`config.mk`:
```
export PLATFORM = sky130hd
export DESIGN_NAME = sgpio_tx
export DESIGN_NICKNAME = d
export VERILOG_FILES = /design/src/rtl/sgpio_tx.sv
export SDC_FILE = /design/constraint.sdc
export NUM_CORES = 1
export LEC_CHECK = 0
export ABC_AREA = 1
export CORE_MARGIN = 2
export CORE_UTILIZATION = 40
export CTS_CLUSTER_SIZE = 40
export DETAILED_ROUTE_END_ITERATION = 7
export GPL_ROUTABILITY_DRIVEN = 0
export HOLD_SLACK_MARGIN = 0.1
export PLACE_DENSITY = 0.64
export SYNTH_ARGS = -nofsm -noshare
export SYNTH_HDL_FRONTEND = slang
export SYNTH_SLANG_ARGS = --single-unit
```
`constraint.sdc`:
```
create_clock -name SYSCLK -period 3.3 [get_ports SYSCLK]
set_input_delay 0.66 -clock SYSCLK [delete_from_list [all_inputs] [get_ports SYSCLK]]
set_output_delay 0.66 -clock SYSCLK [all_outputs]
set_load 0.03 [all_outputs]
```
`src/rtl/sgpio_tx.sv`:
```
// SFF-8485-style SGPIO transmitter: serializes per-drive ACT/LOC/FLT into CK/LD/DATA frames.
// Optional ACT pulse stretching is enabled by defining SGPIO_ACT_STRETCH_EN.
module sgpio_tx #(
  parameter int unsigned NUM_DRV        = 36,
  parameter int unsigned HALF_DIV       = 125,
  parameter int unsigned STRETCH_FRAMES = 4
) (
  input  logic               SYSCLK,
  input  logic               RESET,
  input  logic               EN,
  input  logic [NUM_DRV-1:0] DRV_ACT,
  input  logic [NUM_DRV-1:0] DRV_LOC,
  input  logic [NUM_DRV-1:0] DRV_FLT,
  output logic               SGPIO_CK,
  output logic               SGPIO_LD,
  output logic               SGPIO_DATA,
  output logic               FRAME_DONE,
  output logic               BUSY
);

  localparam int unsigned FRAME_BITS = 3 * NUM_DRV;
  localparam int unsigned IDX_W      = $clog2(FRAME_BITS);
  localparam int unsigned DIV_W      = 16;
  localparam logic [DIV_W-1:0] DIV_LAST = DIV_W'(HALF_DIV - 1);
  localparam logic [IDX_W-1:0] IDX_LAST = IDX_W'(FRAME_BITS - 1);

  if (HALF_DIV < 2 || HALF_DIV > 65535 || STRETCH_FRAMES > 7) begin : g_bad_param
    $error("sgpio_tx: parameter out of range");
  end

  typedef enum logic {ST_IDLE, ST_SHIFT} state_e;

  state_e                  state_q, state_d;
  logic [DIV_W-1:0]        div_q, div_d;
  logic [IDX_W-1:0]        idx_q, idx_d;
  logic [FRAME_BITS-1:0]   snap_q, snap_d;
  logic                    ck_q, ck_d;
  logic                    ld_q, ld_d;
  logic                    data_q, data_d;
  logic                    done_q, done_d;
  logic                    busy_q, busy_d;

  logic [NUM_DRV-1:0]      act_eff_c;
  logic [FRAME_BITS-1:0]   frame_c;
  logic [IDX_W-1:0]        idx_nxt_c;

`ifdef SGPIO_ACT_STRETCH_EN
  localparam logic [2:0] STRETCH_LOAD = 3'(STRETCH_FRAMES);

  logic [NUM_DRV-1:0] act_s1_q, act_s2_q, act_s3_q;
  logic [2:0]         cnt_q [NUM_DRV];
  logic [NUM_DRV-1:0] cnt_nz_c;
  logic               snap_load_c;

  // A snapshot happens on IDLE->SHIFT and on the closing edge of a frame that wraps.
  assign snap_load_c = EN && ((state_q == ST_IDLE) ||
                              (div_q == DIV_LAST && ck_q && idx_q == IDX_LAST));

  always_comb begin
    for (int k = 0; k < NUM_DRV; k++) cnt_nz_c[k] = (cnt_q[k] != 3'd0);
  end

  assign act_eff_c = DRV_ACT | cnt_nz_c;

  // Synchronized rising edge or level at snapshot reloads; each snapshot consumes one frame.
  always_ff @(posedge SYSCLK) begin
    if (RESET) begin
      act_s1_q <= '0;
      act_s2_q <= '0;
      act_s3_q <= '0;
      for (int k = 0; k < NUM_DRV; k++) cnt_q[k] <= 3'd0;
    end else begin
      act_s1_q <= DRV_ACT;
      act_s2_q <= act_s1_q;
      act_s3_q <= act_s2_q;
      for (int k = 0; k < NUM_DRV; k++) begin
        if ((snap_load_c && DRV_ACT[k]) || (act_s2_q[k] && !act_s3_q[k])) begin
          cnt_q[k] <= STRETCH_LOAD;
        end else if (snap_load_c && cnt_nz_c[k]) begin
          cnt_q[k] <= cnt_q[k] - 3'd1;
        end
      end
    end
  end
`else
  assign act_eff_c = DRV_ACT;
`endif

  // Frame image: bit 3k = ACT[k], 3k+1 = LOC[k], 3k+2 = FLT[k].
  always_comb begin
    frame_c = '0;
    for (int k = 0; k < NUM_DRV; k++) begin
      frame_c[3*k +: 3] = {DRV_FLT[k], DRV_LOC[k], act_eff_c[k]};
    end
  end

  assign idx_nxt_c = idx_q + IDX_W'(1);

  always_comb begin
    state_d = state_q;
    div_d   = div_q;
    idx_d   = idx_q;
    snap_d  = snap_q;
    ck_d    = ck_q;
    ld_d    = ld_q;
    data_d  = data_q;
    done_d  = 1'b0;
    case (state_q)
      ST_IDLE: begin
        ck_d   = 1'b0;
        ld_d   = 1'b0;
        data_d = 1'b0;
        if (EN) begin
          state_d = ST_SHIFT;
          snap_d  = frame_c;
          idx_d   = '0;
          div_d   = '0;
          ld_d    = 1'b1;
          data_d  = frame_c[0];
        end
      end
      ST_SHIFT: begin
        if (div_q == DIV_LAST) begin
          div_d = '0;
          ck_d  = ~ck_q;
          // Data only moves on the CK falling edge.
          if (ck_q) begin
            if (idx_q == IDX_LAST) begin
              done_d = 1'b1;
              if (EN) begin
                snap_d = frame_c;
                idx_d  = '0;
                ld_d   = 1'b1;
                data_d = frame_c[0];
              end else begin
                state_d = ST_IDLE;
                idx_d   = '0;
                ld_d    = 1'b0;
                data_d  = 1'b0;
              end
            end else begin
              idx_d  = idx_nxt_c;
              ld_d   = 1'b0;
              data_d = snap_q[idx_nxt_c];
            end
          end
        end else begin
          div_d = div_q + DIV_W'(1);
        end
      end
      default: state_d = ST_IDLE;
    endcase
    busy_d = (state_d == ST_SHIFT);
  end

  always_ff @(posedge SYSCLK) begin
    if (RESET) begin
      state_q <= ST_IDLE;
      div_q   <= '0;
      idx_q   <= '0;
      snap_q  <= '0;
      ck_q    <= 1'b0;
      ld_q    <= 1'b0;
      data_q  <= 1'b0;
      done_q  <= 1'b0;
      busy_q  <= 1'b0;
    end else begin
      state_q <= state_d;
      div_q   <= div_d;
      idx_q   <= idx_d;
      snap_q  <= snap_d;
      ck_q    <= ck_d;
      ld_q    <= ld_d;
      data_q  <= data_d;
      done_q  <= done_d;
      busy_q  <= busy_d;
    end
  end

  assign SGPIO_CK   = ck_q;
  assign SGPIO_LD   = ld_q;
  assign SGPIO_DATA = data_q;
  assign FRAME_DONE = done_q;
  assign BUSY       = busy_q;

endmodule
```
# Word-level counts from Yosys, hierarchy flattened
# Index checks and enable logic that the tools add are counted.
# W data, S select, Z words.
dict set report classes {
  reduce_logical 4
  n_mul 0
  div_mod_pow 0
  n_addsub 2
  order_cmp 1
  n_shift 0
  n_mux 32
  bitwise_logic 3
  eq_ne 6
}
# cell count
set ops {}
lappend ops {{$mux W108} 4}
lappend ops {{$pmux W108 S2} 1}
lappend ops {{$mux W16} 2}
lappend ops {{$pmux W16 S2} 1}
lappend ops {{$mux W7} 4}
lappend ops {{$add A16 B1 Y16 const B} 1}
lappend ops {{$eq A16 B7 Y1 const B} 1}
lappend ops {{$mux W1} 14}
lappend ops {{$pmux W7 S2} 1}
lappend ops {{$lt A7 B8 Y1 const B} 1}
lappend ops {{$pmux W1 S2} 4}
lappend ops {{$add A7 B1 Y7 const B} 1}
lappend ops {{$bmux W1 S7} 1}
lappend ops {{$eq A7 B7 Y1 const B} 1}
lappend ops {{$reduce_and A3 Y1} 2}
lappend ops {{$ne A2 B1 Y1 const B} 2}
lappend ops {{$ne A2 B2 Y1 const B} 2}
lappend ops {{$reduce_or A4 Y1} 1}
lappend ops {{$not A1 Y1} 3}
lappend ops {{$reduce_and A2 Y1} 1}
dict set report totals {
  memories 0
  ff_bits 136
  ram_bits 0
  out_inout_bits 5
  inputBits 111
  elab_cells 56
  mem_bits_ro 0
  latchBits 0
}

# Logic depth before layout (Yosys ltp)
# Gate-level depths: netlist (run 1).
dict set report logic_depth {
  ltp_word 7
  depth_mapped 13
  ltp_nobuf 11
}

# Worst setup path after synthesis (run 1)
# No wires, ideal clock.
dict set report synth_timing {
  path_kind {register -> register}
  start {register div_q[0]}
  end {register snap_q[65]}
  setup_time_ns 0.116
  n_path_buf 2
  t_required_ns 3.184
  path_stages_with_launch 14
  period_less_slack_ns 1.726
  t_arrival_ns 1.609
  setup_slack_ns 1.574
  cell_sequence {dfxtp_1 -> inv_1 -> ha_1 -> nand3_1 -> nor2_1 -> nand2_1 -> nand2_4 -> nand2_4 -> inv_2 -> nand3_4 -> buf_6 -> buf_6 -> o21ai_1 -> a21oi_1}
}
dict set report synth_via {
  elab_chain_len 3
}
# item line_no
set synth_lines {}
lappend synth_lines {{from (decl)} 34} ;# logic [DIV_W-1:0] div_q, div_d;
lappend synth_lines {{from (signal assigned)} 169} ;# div_q <= div_d;
lappend synth_lines {{$eq A16 B7 Y1} 123} ;# if (div_q == DIV_LAST) begin
lappend synth_lines {{$ne A2 B1 Y1 (no line)} -}
lappend synth_lines {{$reduce_and A3 Y1 (no line)} -}
lappend synth_lines {{to (signal assigned)} 171} ;# snap_q <= snap_d;
lappend synth_lines {{to (decl)} 36} ;# logic [FRAME_BITS-1:0] snap_q, snap_d;
# No other way between the ends.
# A chain may end at the register's enable or synchronous reset.

# Worst setup path in the final report (run 1)
dict set report layout_timing {
  start {register idx_q[1]}
  end {register snap_q[99]}
}
dict set report layout_via {
  elab_chain_len 3
}
# item line_no
set layout_lines {}
lappend layout_lines {{from (decl)} 35} ;# logic [IDX_W-1:0] idx_q, idx_d;
lappend layout_lines {{from (signal assigned)} 170} ;# idx_q <= idx_d;
lappend layout_lines {{$eq A7 B7 Y1} 128} ;# if (idx_q == IDX_LAST) begin
lappend layout_lines {{$ne A2 B1 Y1 (no line)} -}
lappend layout_lines {{$reduce_and A3 Y1 (no line)} -}
# No other way between the ends.

==> summary.md, run 1 <==
| Metric | Value |
|---|---|
| CORE AREA | `0.0158 mm²` |
| Number of global-route vias before repair | `5677` |
| Final min period | `2.47 ns` |
| Initial antenna violation count | `0` |
| LEAKAGE | `approximately 0.0032 µW` |
| Core Util, Final | `0.517` |
| Cell area power density | `516 mW/mm²` |
| Clk buf depth | `2` |
| Max-slew violation count | `0` |
| CTS tree | `built` |
| Diode count | `0` |
| WS Path Type | `flop to flop` |
| Setup Buffers After CTS | `0` |
| Max-slew headroom | `0.449` |
| Worst hold path class | `flop to flop` |
| DRC | `0` |
| Synth Net Count | `1020` |
| TritonCTS Buffers | `17` |
| Final WL | `17.0 mm` |
| Synthesis Warnings | `0` |
| Clk_skew | `0.00910 ns` |
| Clock Pin Slew Worst Setup and Hold Paths | `0.06 ns` |
| Hold Buf Count CTS | `0` |
| Avg WL per Cell | `about 14 µm` |
| Final TNS setup | `0 ns` |
| Placed cell count | `1189` |
| DRT Pass-1 Iters | `7` |
| Critical path buffers and inverters | `1` |
| Vias per Instance | `5.02` |
| Yosys reg bits | `136` |
| Post-synth top flop | `dfxtp_1` |
| Area of placed instances | `between 0.007 and 0.008 mm²` |
| Period utilization | `0.748` |
| Initial drt markers | `600` |
| Height of the die | `about 130 µm` |
| Critical path cell sequence | `ha_1 -> nor3b_2 -> nand4_1 -> nand2_1 -> nand3_4 -> buf_12 -> o21ai_0 -> a21oi_1` |
| Seq/Total Area, Yosys | `0.423` |
| # rows | `46` |
| Setup crit end kind | `flop` |
| GRT Overall Usage | `0.204` |
| ANT nets after route | `0` |
| Die W | `131 µm` |
| CP max FO | `119` |
| Crit path DAT | `2.76 ns` |
| Slowest CP cell | `dfxtp_1` |
| Clock root buffer | `clkbuf_16` |
| DP HPWL | `11.4 mm` |
| Initial Util | `0.407` |
| First-pass GRT wire length | `roughly 27 mm` |
| Outcome | `finished clean` |
| Clock sink total | `136` |
| F_max | `around 400 MHz` |
| Area Overhead vs Synth | `27.1%` |
| Clk_lat worst skew | `0.43 ns` |
| Slew @ Worst Pin | `0.823 ns` |
| Non-Filler Instances | `1221` |
| Req. time, crit path | `3.59 ns` |
| Overflow after GRT | `0` |
| Largest net degree at the start of global routing | `120` |
| Via Count | `6124` |
| PortBufs | `115` |
| Worst setup SP type | `flop` |
| Post-synthesis area per instance | `7.11 µm²` |
| Area of the die | `0.0171 mm²` |
| Post-Syn Instances | `906` |
| Netlist cell types | `37` |
| Post-cts resize count | `0` |
| Max stage delay on crit path | `0.38 ns` |
| RSZ-0062 raised after global routing | `false` |
| Final Hold Viols | `0` |
| Cell family with most CP delay | `simple AND/OR/NAND/NOR gates` |
| Final Setup Violations | `0` |
| Fin area | `0.00819 mm²` |
| Peak VDD IR | `0.361 mV` |
| Post-synth ARST share | `0` |
| H-tree depth | `4` |
| # nets final | `1106` |
| EDFF count, synth | `0` |
| MaxCap Viol Count | `0` |
| Mapped cell area | `0.00644 mm²` |
| Num ports | `between 100 and 150` |
| Fraction of layout cells with a size suffix above 1 | `0.0627` |
-- sequential cells by signal, indices dropped and copies added (netlist names) --
signal      cells
BUSY            1
snap_q        108
div_q          16
SGPIO_DATA      1
SGPIO_CK        1
FRAME_DONE      1
idx_q           7
SGPIO_LD        1
-- final timing paths --
check / startpoint / endpoint / slack [ns] / cells after the start
hold reg to reg: snap_q[29]$_SDFFE_PP0P_ / snap_q[29]$_SDFFE_PP0P_ / 0.44 / 2
setup / recovery: idx_q[1]$_SDFFE_PP0P_ / snap_q[99]$_SDFFE_PP0P_ / 0.83 / 8
setup reg to reg: idx_q[1]$_SDFFE_PP0P_ / snap_q[99]$_SDFFE_PP0P_ / 0.83 / 8
hold / removal: snap_q[29]$_SDFFE_PP0P_ / snap_q[29]$_SDFFE_PP0P_ / 0.44 / 2
-- layout by cell type, fill, tap and decap left out, types with 3 or more instances in the layout --
master and n:
a211oi_1 3, o21ai_0 90, nand2_1 130, buf_4 9
inv_2 7, a21oi_1 134, ha_1 3, dfxtp_1 135
nand4_1 8, inv_1 136, nor4_1 4, o211ai_1 13
clkinv_2 3, clkbuf_8 4, clkdlybuf4s50_1 115, clkinvlp_4 5
o21ai_1 31, xor2_1 4, nand3_1 103, nor2_1 21
clkbuf_16 17
-- layer usage --
metal,global-route usage,share of wire,vias up
met3,0.0513,0.053,17
met1,0.270,0.47,2797
li1,-,-,3158
met4,0.0569,0.010,0
met5,0,0,-
met2,0.333,0.47,152
-- where the power goes --
group	total, µW	leakage, µW	switching (µW)	internal (µW)
combinational	672	0.00179	387	285
clock	1760	0.000261	723	1040
sequential	1790	0.00111	38.1	1750
total	4220	0.00316	1150	3080
-- layout make-up --
cell class,instances,area [µm²]
clock buffer,22,484
clock inverter,10,70.1
fill,1558,7640
inverter,145,544
multi-input combinational,566,2830
sequential,136,2720
tap,216,270
timing repair buffer,126,1260
-- worst reg2reg max path, cell delays in order (launching register included) --
cell and delay [ns]:
dfxtp_1 0.38, ha_1 0.31, nor3b_2 0.20, nand4_1 0.19, nand2_1 0.26, nand3_4 0.24, buf_12 0.28, o21ai_0 0.41
a21oi_1 0.07
-- synthesized netlist by cell type, drive strengths merged, types with 2 or more instances --
library cell    n  area share
inv           143       0.083
dfxtp         136        0.42
a21oi         134        0.10
nand2         132       0.079
o21ai         121       0.094
nand3         104       0.083
clkbuf         35       0.020
buf            24       0.035
nor2           24       0.016
o211ai         13       0.015
nand4           8      0.0078
xor2            5      0.0068
nor4            4      0.0039
a211oi          3      0.0035
ha              3      0.0058
nor3            3      0.0031
clkinv          2      0.0012
nor3b           2      0.0031
o221a           2      0.0035
-- per-stage QoR --
step           power [µW]  hold slack, ns  worst slack [ns]
2_1_floorplan        2260           0.420              1.57
3_3_place_gp         2490           0.432             0.873
3_5_place_dp         2500           0.435             0.896
4_1_cts              4260           0.447             0.891
5_1_grt              4430           0.465             0.646
6_report             4220           0.443             0.833
-- logic make-up (layout without fill, tap and decap cells) --
family,count (synthesis),after routing,synth area share
AND/OR/NAND/NOR,280,280,0.199
AO/OA/AOI/OAI,277,277,0.225
buffers and inverters,204,303,0.139
flip-flops,136,136,0.423
XOR/XNOR,6,6,0.00816
adder cells (fa/ha/maj),3,3,0.00583
(Power assumes the default switching activity.)
==> inputs of run 2 (changes only) <==
==> constraint.sdc (replaced) <==
create_clock -name SYSCLK -period 2.4 [get_ports SYSCLK]
set_input_delay 0.48 -clock SYSCLK [delete_from_list [all_inputs] [get_ports SYSCLK]]
set_output_delay 0.48 -clock SYSCLK [all_outputs]
set_load 0.03 [all_outputs]
==> run 2 against run 1 <==
Against the previous run: non-clock buffer count rose by 12; sequential power increased by 37%; worst setup slack lost 0.65 ns; global-route usage about the same; highest routed layer unchanged; clock skew rose by 0.0020 ns; worst hold slack is essentially flat; sequential share of layout area decreased by 0.59 points; utilization increased by 0.94 points; via count decreased by 1.1%; die area is the same; wire length rose by 0.39%; combinational power increased by 42%.
==> summary.md, run 2 (synthesized netlist as in run 1, its figures left out) <==
| Metric | Value |
|---|---|
| Period utilization | `0.924` |
| Critical path buffers and inverters | `1` |
| Clock Pin Slew Worst Setup and Hold Paths | `0.06 ns` |
| GRT Overall Usage | `0.205` |
| Initial antenna violation count | `0` |
| DRT Pass-1 Iters | `6` |
| Largest net degree at the start of global routing | `127` |
| F_max | `451 MHz` |
| Height of the die | `about 130 µm` |
| Layout filler cell count | `1560` |
| Top Registers | `snap_q (108), div_q (16), idx_q (7)` |
| Most frequent cells in the layout | `inv_1, dfxtp_1, a21oi_1` |
| Worst setup SP type | `flop` |
| Initial drt markers | `~370` |
| Cell area power density | `715 mW/mm²` |
| Max stage delay on crit path | `0.75 ns` |
| DP HPWL | `11.5 mm` |
| Largest Register | `snap_q` |
| Peak VDD IR | `0.476 mV` |
| Clk buf depth | `2` |
| Commonest non-fill, non-tap cell in the layout | `inv_1` |
| Worst hold path class | `flop to flop` |
| Max reg flops | `108` |
| Crit path DAT | `~1.7 ns` |
| Setup Buffers After CTS | `0` |
| DRC | `0` |
| CP max FO | `8` |
| ANT nets after route | `0` |
| MaxCap Viol Count | `0` |
| Final Hold Viols | `0` |
| CORE AREA | `0.0158 mm²` |
| Max-slew violation count | `0` |
| Final TNS setup | `0 ns` |
| Number of global-route vias before repair | `5680` |
| Slew @ Worst Pin | `0.479 ns` |
| Outcome | `finished clean` |
| TritonCTS Buffers | `17` |
| PortBufs | `between 100 and 150` |
| Die W | `131 µm` |
| Setup crit end kind | `output pin` |
| Clk_lat worst skew | `0.42 ns` |
| Req. time, crit path | `1.92 ns` |
| Cell family with most CP delay | `buffers and inverters` |
| # rows | `46` |
| Final min period | `between 2 and 2.5 ns` |
| # nets final | `roughly 1100` |
| FF/Latch Area | `roughly 0.0027 mm²` |
| Clk_skew | `0.0111 ns` |
| WS Path Type | `flop to output pin` |
| Slowest CP cell | `clkdlybuf4s50_1` |
| LEAKAGE | `0.00325 µW` |
| Via Count | `6057` |
| Hold Buf Count CTS | `0` |
| Clock root buffer | `clkbuf_16` |
| First-pass GRT wire length | `approximately 28 mm` |
| Initial Util | `0.407` |
| WHS | `0.443 ns` |
| Area Overhead vs Synth | `29.4%` |
| Area of the die | `0.0171 mm²` |
| Fraction of layout cells with a size suffix above 1 | `0.0718` |
| Max-slew headroom | `0.680` |
| Critical path cell sequence | `clkdlybuf4s50_1` |
| H-tree depth | `4` |
| Overflow after GRT | `0` |
| Final WL | `17.0 mm` |
| Avg WL per Cell | `~14 µm` |
| CTS tree | `built` |
| Post-cts resize count | `0` |
| Clock sink total | `136` |
| Num ports | `116` |
| RSZ-0062 raised after global routing | `false` |
| Final Setup Violations | `0` |
| Diode count | `0` |
| Vias per Instance | `4.91` |
| Area of the multi-input gates | `approximately 0.0028 mm²` |
[run 2: cell types whose count changed in the layout (fill, tap and decap cells not counted), sizes merged]
cell      delta
buf         +12
bufinv       +2
clkbuf       -1
clkinv       +3
clkinvlp     -3
inv          -1
[run 2: report_power, final]
group	switching [µW]	total [µW]	internal, µW
sequential	51.3	2460	2410
combinational	539	953	415
clock	983	2540	1550
total	1570	5960	4380
[run 2: worst reg2reg max path, stage by stage (launching register included)]
cell and delay (ns):
dfxtp_1 0.35, inv_1 0.08, ha_1 0.21, nand3_1 0.08, nor2_1 0.05, nand2_1 0.09, nand2_4 0.10, nand2_4 0.12
inv_2 0.07, nand3_4 0.09, buf_12 0.38, o21ai_0 0.25, a21oi_1 0.14
[run 2: final cells by class]
type                            count  share of cell area
Multi-Input combinational cell    566               0.340
Sequential cell                   136               0.327
Timing Repair Buffer              138               0.166
Inverter                          145              0.0653
Clock buffer                       21              0.0540
Tap cell                          216              0.0324
Clock inverter                     11              0.0150
[run 2: worst paths after layout]
path                                                from                       end  slack, ns  cells after the start
worst max-delay path                     BUSY$_SDFF_PP0_                      BUSY       0.18                      1
worst min-delay path            snap_q[103]$_SDFFE_PP0P_  snap_q[103]$_SDFFE_PP0P_       0.44                      2
worst max register to register     div_q[0]$_SDFFE_PP0N_   snap_q[60]$_SDFFE_PP0P_       0.32                     12
worst min register to register  snap_q[103]$_SDFFE_PP0P_  snap_q[103]$_SDFFE_PP0P_       0.44                      2
[run 2: per-stage QoR]
stage / power, µW / setup slack, ns / cell area, µm² / std cells / utilization
finish: 5960 / 0.183 / 8330 / 1233 / 0.527
global placement: 3460 / 0.353 / 7760 / 1201 / 0.490
floorplan: 3100 / 0.674 / 6440 / 906 / -
detailed placement: 3470 / 0.344 / 7760 / 1201 / 0.490
CTS: 6010 / 0.162 / 8330 / 1233 / 0.527
global route: 6230 / 0.0827 / 8330 / 1233 / 0.527
[run 2: per-layer routing]
layer | vias up | part of all wire | GRT usage
li1 | 3174 | - | -
met1 | 2755 | 0.48 | 0.277
met2 | 105 | 0.45 | 0.323
met3 | 23 | 0.044 | 0.0456
met4 | 0 | 0.018 | 0.0707
met5 | - | 0 | 0
==> inputs of run 3 (changes only) <==
--- a/config.mk
+++ b/config.mk
@@ -6,6 +6,7 @@
 export NUM_CORES = 1
 export LEC_CHECK = 0
 export ABC_AREA = 1
+export CAP_MARGIN = 20
 export CORE_MARGIN = 2
 export CORE_UTILIZATION = 40
 export CTS_CLUSTER_SIZE = 40
==> results of run 3 <==
Same layout as run 2: the final DEF is identical, and so are final timing and power.
